<file path="config.mk">
export PLATFORM = sky130hd
export DESIGN_NAME = arith_result_serializer_flat
export DESIGN_NICKNAME = d
export VERILOG_FILES = /design/src/rtl/arith_result_serializer_if.sv /design/src/rtl/arith_result_serializer.sv /design/src/flat_wrapper.sv
export SDC_FILE = /design/constraint.sdc
export NUM_CORES = 1
export LEC_CHECK = 0
export ABC_CLOCK_PERIOD_IN_PS = 2100
export CAP_MARGIN = 5
export CORE_MARGIN = 2
export CORE_UTILIZATION = 48
export CTS_BUF_LIST = sky130_fd_sc_hd__clkbuf_4 sky130_fd_sc_hd__clkbuf_8
export CTS_CLUSTER_DIAMETER = 50
export DETAILED_ROUTE_END_ITERATION = 8
export PLACE_DENSITY = 0.78
export RECOVER_POWER = 25
export SYNTH_ARGS = -nofsm -noshare
export SYNTH_HDL_FRONTEND = slang
export SYNTH_SLANG_ARGS = --single-unit
</file>
<file path="constraint.sdc">
create_clock -name clk -period 2.1 [get_ports clk]
set_clock_uncertainty 0.1 [all_clocks]
set_input_delay 0.21 -clock clk [delete_from_list [all_inputs] [get_ports clk]]
set_output_delay 0.21 -clock clk [all_outputs]
set_load 0.01 [all_outputs]
</file>
<file path="src/rtl/arith_result_serializer_if.sv">
// Handshake/bus bundle between the arithmetic stage, the serializer and the byte sink.
// The slave modport is the serializer's view; master is the upstream/sink view.
interface arith_result_serializer_if;
    logic        in_valid;
    logic        in_ready;
    logic [10:0] w;
    logic [10:0] x;
    logic [17:0] y;
    logic [10:0] z;
    logic [7:0]  out_data;
    logic        out_valid;
    logic        out_ready;
    logic        out_last;
    logic        busy;

    modport slave (
        input  in_valid, w, x, y, z, out_ready,
        output in_ready, out_data, out_valid, out_last, busy
    );

    modport master (
        output in_valid, w, x, y, z, out_ready,
        input  in_ready, out_data, out_valid, out_last, busy
    );
endinterface

</file>
<file path="src/rtl/arith_result_serializer.sv">
// Captures one {w,x,y,z} result set and streams it as a header-led little-endian byte frame.
// Optional trailing XOR checksum byte is enabled by defining ARITH_SER_CHECKSUM_EN.
module arith_result_serializer #(
    parameter logic [7:0] SOF_BYTE = 8'hA5
) (
    input  logic                        clk,
    input  logic                        rst_n,
    arith_result_serializer_if.slave    bus
);
    localparam int unsigned HOLD_W = 51;
    localparam int unsigned IDX_W  = 4;
    localparam logic [IDX_W-1:0] DATA_LAST_IDX = 4'd9;
`ifdef ARITH_SER_CHECKSUM_EN
    localparam logic [IDX_W-1:0] LAST_IDX = 4'd10;
    typedef enum logic [1:0] {ST_IDLE, ST_SEND, ST_CHK} state_e;
`else
    localparam logic [IDX_W-1:0] LAST_IDX = 4'd9;
    typedef enum logic {ST_IDLE, ST_SEND} state_e;
`endif

    state_e             state_q;
    logic [IDX_W-1:0]   idx_q;
    logic [HOLD_W-1:0]  hold_q;
    logic [7:0]         out_data_q;
    logic               out_valid_q;
    logic               out_last_q;
    logic               in_ready_q;
    logic               busy_q;
`ifdef ARITH_SER_CHECKSUM_EN
    logic [7:0]         chk_q;
`endif

    logic [IDX_W-1:0]   idx_d;
    logic [7:0]         byte_d;
    logic               last_d;

    // Hold layout: {z[50:40], y[39:22], x[21:11], w[10:0]}
    function automatic logic [7:0] frame_byte(input logic [IDX_W-1:0] idx,
                                              input logic [HOLD_W-1:0] hold);
        logic [7:0] b;
        b = 8'h00;
        case (idx)
            4'd0:    b = SOF_BYTE;
            4'd1:    b = hold[7:0];
            4'd2:    b = {5'b0, hold[10:8]};
            4'd3:    b = hold[18:11];
            4'd4:    b = {5'b0, hold[21:19]};
            4'd5:    b = hold[29:22];
            4'd6:    b = hold[37:30];
            4'd7:    b = {6'b0, hold[39:38]};
            4'd8:    b = hold[47:40];
            4'd9:    b = {5'b0, hold[50:48]};
            default: b = 8'h00;
        endcase
        return b;
    endfunction

    // Lookahead of the byte presented after the current one is accepted
    always_comb begin
        idx_d  = IDX_W'(idx_q + 4'd1);
        byte_d = frame_byte(idx_d, hold_q);
        last_d = (idx_d == LAST_IDX);
    end

    always_ff @(posedge clk) begin
        if (!rst_n) begin
            state_q     <= ST_IDLE;
            idx_q       <= '0;
            hold_q      <= '0;
            out_data_q  <= 8'h00;
            out_valid_q <= 1'b0;
            out_last_q  <= 1'b0;
            in_ready_q  <= 1'b1;
            busy_q      <= 1'b0;
`ifdef ARITH_SER_CHECKSUM_EN
            chk_q       <= 8'h00;
`endif
        end else begin
            case (state_q)
                ST_IDLE: begin
                    if (bus.in_valid) begin
                        state_q     <= ST_SEND;
                        hold_q      <= {bus.z, bus.y, bus.x, bus.w};
                        idx_q       <= '0;
                        out_data_q  <= SOF_BYTE;
                        out_valid_q <= 1'b1;
                        out_last_q  <= 1'b0;
                        in_ready_q  <= 1'b0;
                        busy_q      <= 1'b1;
`ifdef ARITH_SER_CHECKSUM_EN
                        chk_q       <= 8'h00;
`endif
                    end
                end
                ST_SEND: begin
                    if (bus.out_ready) begin
`ifdef ARITH_SER_CHECKSUM_EN
                        chk_q <= chk_q ^ out_data_q;
`endif
                        if (idx_q == DATA_LAST_IDX) begin
`ifdef ARITH_SER_CHECKSUM_EN
                            // Checksum byte folds in byte 9, which is still on out_data_q
                            state_q    <= ST_CHK;
                            idx_q      <= idx_d;
                            out_data_q <= chk_q ^ out_data_q;
                            out_last_q <= 1'b1;
`else
                            state_q     <= ST_IDLE;
                            idx_q       <= '0;
                            out_data_q  <= 8'h00;
                            out_valid_q <= 1'b0;
                            out_last_q  <= 1'b0;
                            in_ready_q  <= 1'b1;
                            busy_q      <= 1'b0;
`endif
                        end else begin
                            idx_q      <= idx_d;
                            out_data_q <= byte_d;
                            out_last_q <= last_d;
                        end
                    end
                end
`ifdef ARITH_SER_CHECKSUM_EN
                ST_CHK: begin
                    if (bus.out_ready) begin
                        state_q     <= ST_IDLE;
                        idx_q       <= '0;
                        out_data_q  <= 8'h00;
                        out_valid_q <= 1'b0;
                        out_last_q  <= 1'b0;
                        in_ready_q  <= 1'b1;
                        busy_q      <= 1'b0;
                    end
                end
`endif
                default: begin
                    state_q <= ST_IDLE;
                end
            endcase
        end
    end

    assign bus.out_data  = out_data_q;
    assign bus.out_valid = out_valid_q;
    assign bus.out_last  = out_last_q;
    assign bus.in_ready  = in_ready_q;
    assign bus.busy      = busy_q;

endmodule
</file>
<file path="src/flat_wrapper.sv">
// flat-port wrapper written by rule: the top's interface ports become plain ports
module arith_result_serializer_flat 
#(
    parameter logic [7:0] SOF_BYTE = 8'hA5
)
  (clk, rst_n, bus_in_valid, bus_w, bus_x, bus_y, bus_z, bus_out_ready, bus_in_ready, bus_out_data, bus_out_valid, bus_out_last, bus_busy);
  arith_result_serializer_if bus_i ();
  input  logic clk;
  input  logic rst_n;
  input wire logic [$bits(bus_i.in_valid)-1:0] bus_in_valid;
  input wire logic [$bits(bus_i.w)-1:0] bus_w;
  input wire logic [$bits(bus_i.x)-1:0] bus_x;
  input wire logic [$bits(bus_i.y)-1:0] bus_y;
  input wire logic [$bits(bus_i.z)-1:0] bus_z;
  input wire logic [$bits(bus_i.out_ready)-1:0] bus_out_ready;
  output wire logic [$bits(bus_i.in_ready)-1:0] bus_in_ready;
  output wire logic [$bits(bus_i.out_data)-1:0] bus_out_data;
  output wire logic [$bits(bus_i.out_valid)-1:0] bus_out_valid;
  output wire logic [$bits(bus_i.out_last)-1:0] bus_out_last;
  output wire logic [$bits(bus_i.busy)-1:0] bus_busy;
  assign bus_i.in_valid = bus_in_valid;
  assign bus_i.w = bus_w;
  assign bus_i.x = bus_x;
  assign bus_i.y = bus_y;
  assign bus_i.z = bus_z;
  assign bus_i.out_ready = bus_out_ready;
  assign bus_in_ready = bus_i.in_ready;
  assign bus_out_data = bus_i.out_data;
  assign bus_out_valid = bus_i.out_valid;
  assign bus_out_last = bus_i.out_last;
  assign bus_busy = bus_i.busy;
  arith_result_serializer #(.SOF_BYTE(SOF_BYTE)) u_core (.clk(clk), .rst_n(rst_n), .bus(bus_i));
endmodule
</file>
==> impl_metrics.csv <==
group,metric,value,unit
final_layout,fin_util,67.3,%
status,outcome,"finished clean",
die,start_util,49.4,%
die,rows,30,
routing,drcViolationCount,0,
power_and_ir_drop,power.leakage,0.00170,uW
die,num_io_pins,67,
logic_synthesis,synth_nets,462,
power_and_ir_drop,vdd_drop_max,0.443,mV
die,coreArea,6760,um2
logic_synthesis,yosys_warnings,0,
final_layout,diodes,0,
die,dieHeight,87.4,um
logic_synthesis,synth_cell_types,52,
logic_synthesis,synth-edff-count,0,
critical_path,end_kind,"register",
routing,wl_per_cell,15.7,um
logic_synthesis,yosys-top-cells-count,"nand2_1 (116), dfxtp_1 (67), a21boi_0 (52)",
global_routing,antenna_found_initial,0,
sta,finalWorstSetupSlack,124,ps
sta,rsz0062_at_grt,"false",
final_layout,area_growth,36.4,%
logic_synthesis,synthCells,402,
final_layout,fill_cells,577,
sta,setup_viol,0,
logic_synthesis,synthArstFlopShare,0,%
routing,wirelength,8970,um
logic_synthesis,yosysTopAreaCell,"dfxtp_1",
power_and_ir_drop,power,3240,uW
logic_synthesis,ys_ff_latch,67,
critical_path,worstPathMaxFanout,8,
critical_path,r2r_setup_slack,120,ps
logic_synthesis,ys_seq_area_share,40.2,%
die,fp.dieArea,7630,um2
logic_synthesis,synth_top_cells_by_area,"dfxtp_1 (40%), nand2_1 (13%), a21boi_0 (12%)",
logic_synthesis,avgSynthCellArea,8.30,um2
clock_tree,htree_levels,3,
global_routing,use_met2,43.0,%
power_and_ir_drop,power.density_cell_area,712,nW/um2
final_layout,final_area,4550,um2
sta,finalMaxSlewViolations,0,
die,die_w,87.4,um
logic_synthesis,syn-cell-area,3340,um2
global_routing,grt.overflow.total,0,
sta,holdWs,307,ps
clock_tree,cts.clk_slew.worst_paths,80,ps
routing,ant_nets,0,
routing,via_count,3172,
critical_path,worst_ep_required_time,2240,ps
global_routing,grtUsageMet3,4.55,%
critical_path,arrival,2110,ps
sta,finalHoldViolCount,0,
sta,clock.fmax,0.506,GHz
routing,vias_per_cell,5.54,
placed_design,dpl_cell_area,4270,um2
clock_tree,ctsRootBufferMaster,"clkbuf_8",
global_routing,top_usage_layer,"met2",
placed_design,dp_hpwl,6840,um
sta,layout_worst_path_cycle_share,94.1,%
logic_synthesis,synth_most_common_cell,"nand2_1",
final_layout,nNetsFinal,548,
critical_path,start_kind,"register",
run,drv_cap,0,
placed_design,place_congestion,0.937,
global_routing,grt_pass1_wl,14800,um
global_routing,grt_pass1_vias,3132,
clock_tree,cts_tree,"done",
critical_path,critPathKind,"reg -> reg",
clock_tree,cts_buffer_depth,2,
global_routing,grt_util_met1,31.5,%
routing,first_pass_iters,5,
clock_tree,cts_sinks,67,
sta,relSlewSlack,58.7,%
hold_path,hp-class,"in -> reg",
logic_synthesis,ys.flop_type,"dfxtp_1",
sta,layout_min_cycle_time,1980,ps
sta,worst_pin_slew,620,ps
placed_design,place_ws,-30.2,ps
logic_synthesis,synth_top_area_share,40.2,%
clock_tree,clock_latency,350,ps
final_layout,drive_gt1_share,15.6,%
clock_tree,cts-hold-fix-buffers,0,
clock_tree,cts_buffers,9,
global_routing,grt_max_degree,41,
global_routing,grt_usage,25.1,%
routing,drt_iter0_drc,182,
placed_design,io_buffers,66,
-- stage by stage --
stage | std cells | TNS [ps]
6_report | 573 | 0
5_1_grt | 573 | 0
4_1_cts | 573 | 0
3_5_place_dp | 557 | -30.2
3_3_place_gp | 557 | 0
2_1_floorplan | 402 | 0
-- per-layer routing --
layer,vias to the layer above,wire (um)
met5,-,0
met4,0,157
met3,16,386
met2,86,4440
met1,1501,3980
li1,1569,-
-- worst max-delay path: stages, from the launching register on --
cell,delay (ps)
dfxtp_1,340
ha_2,250
nor2b_1,140
buf_4,150
a211oi_4,280
nor3b_4,120
a2111oi_4,370
a211oi_2,110
-- cell type report --
type / instances / area, um2 / share of cell area [%]
multi-input cells: 300 / 1860 / 41.0
flip-flops and latches: 67 / 1340 / 29.5
repair buffers: 103 / 947 / 20.8
clock inverters: 6 / 138 / 3.03
clock buffers: 10 / 131 / 2.89
well taps: 80 / 100 / 2.20
inverters: 7 / 26.3 / 0.578
-- what timing repair did --
item,4_1_cts,5_1_grt
resized for setup,1,4
setup buffers,0,0
cloned,0,0
pin swaps,0,1
setup endpoints to repair,2,8
-- final timing paths --
path	depth (start not counted)	from	endpoint
worst max-delay path	7	u_core.idx_q[0]	u_core.bus.out_data[0]
worst min-delay path	3	bus_y[10]	u_core.hold_q[32]
worst max register to register	7	u_core.idx_q[0]	u_core.bus.out_data[0]
worst min register to register	2	u_core.hold_q[7]	u_core.hold_q[7]
-- layout by cell type, fill, tap and decap left out, drive strengths merged, types with 7 or more instances in the layout --
cell	count
buf	36
nor3	15
a21oi	9
a22oi	12
a211oi	9
clkdlybuf4s50	58
dlygate4sd3	8
nor2	10
nand3	10
inv	7
o21ai	7
nand2	118
nor2b	7
and2	8
a21boi	52
clkbuf	11
dfxtp	67
-- power by group --
part           internal, uW  switching, uW  leakage, uW
Clock                   926            513     0.000134
Combinational           224            185      0.00102
Sequential             1340           48.4     0.000550
-- registers in the layout, indices dropped and copies added (netlist names) --
| name | cells |
|---|---|
| u_core.state_q | 1 |
| u_core.bus.out_last | 1 |
| u_core.hold_q | 51 |
| u_core.bus.out_valid | 1 |
| u_core.bus.out_data | 8 |
| u_core.idx_q | 4 |
| u_core.bus.in_ready | 1 |
-- cells by family (layout without fill, tap and decap cells) --
logic type | count (synthesis) | in the layout | synth area share, %
simple gates | 174 | 174 | 23.5
fa+ha+maj | 5 | 5 | 1.88
flops | 67 | 67 | 40.2
buf+inv | 35 | 126 | 4.58
xor+xnor | 3 | 3 | 1.35
compound gates | 115 | 115 | 27.5
mux | 3 | 3 | 0.938
No activity file was read; power rests on OpenSTA's default activity.
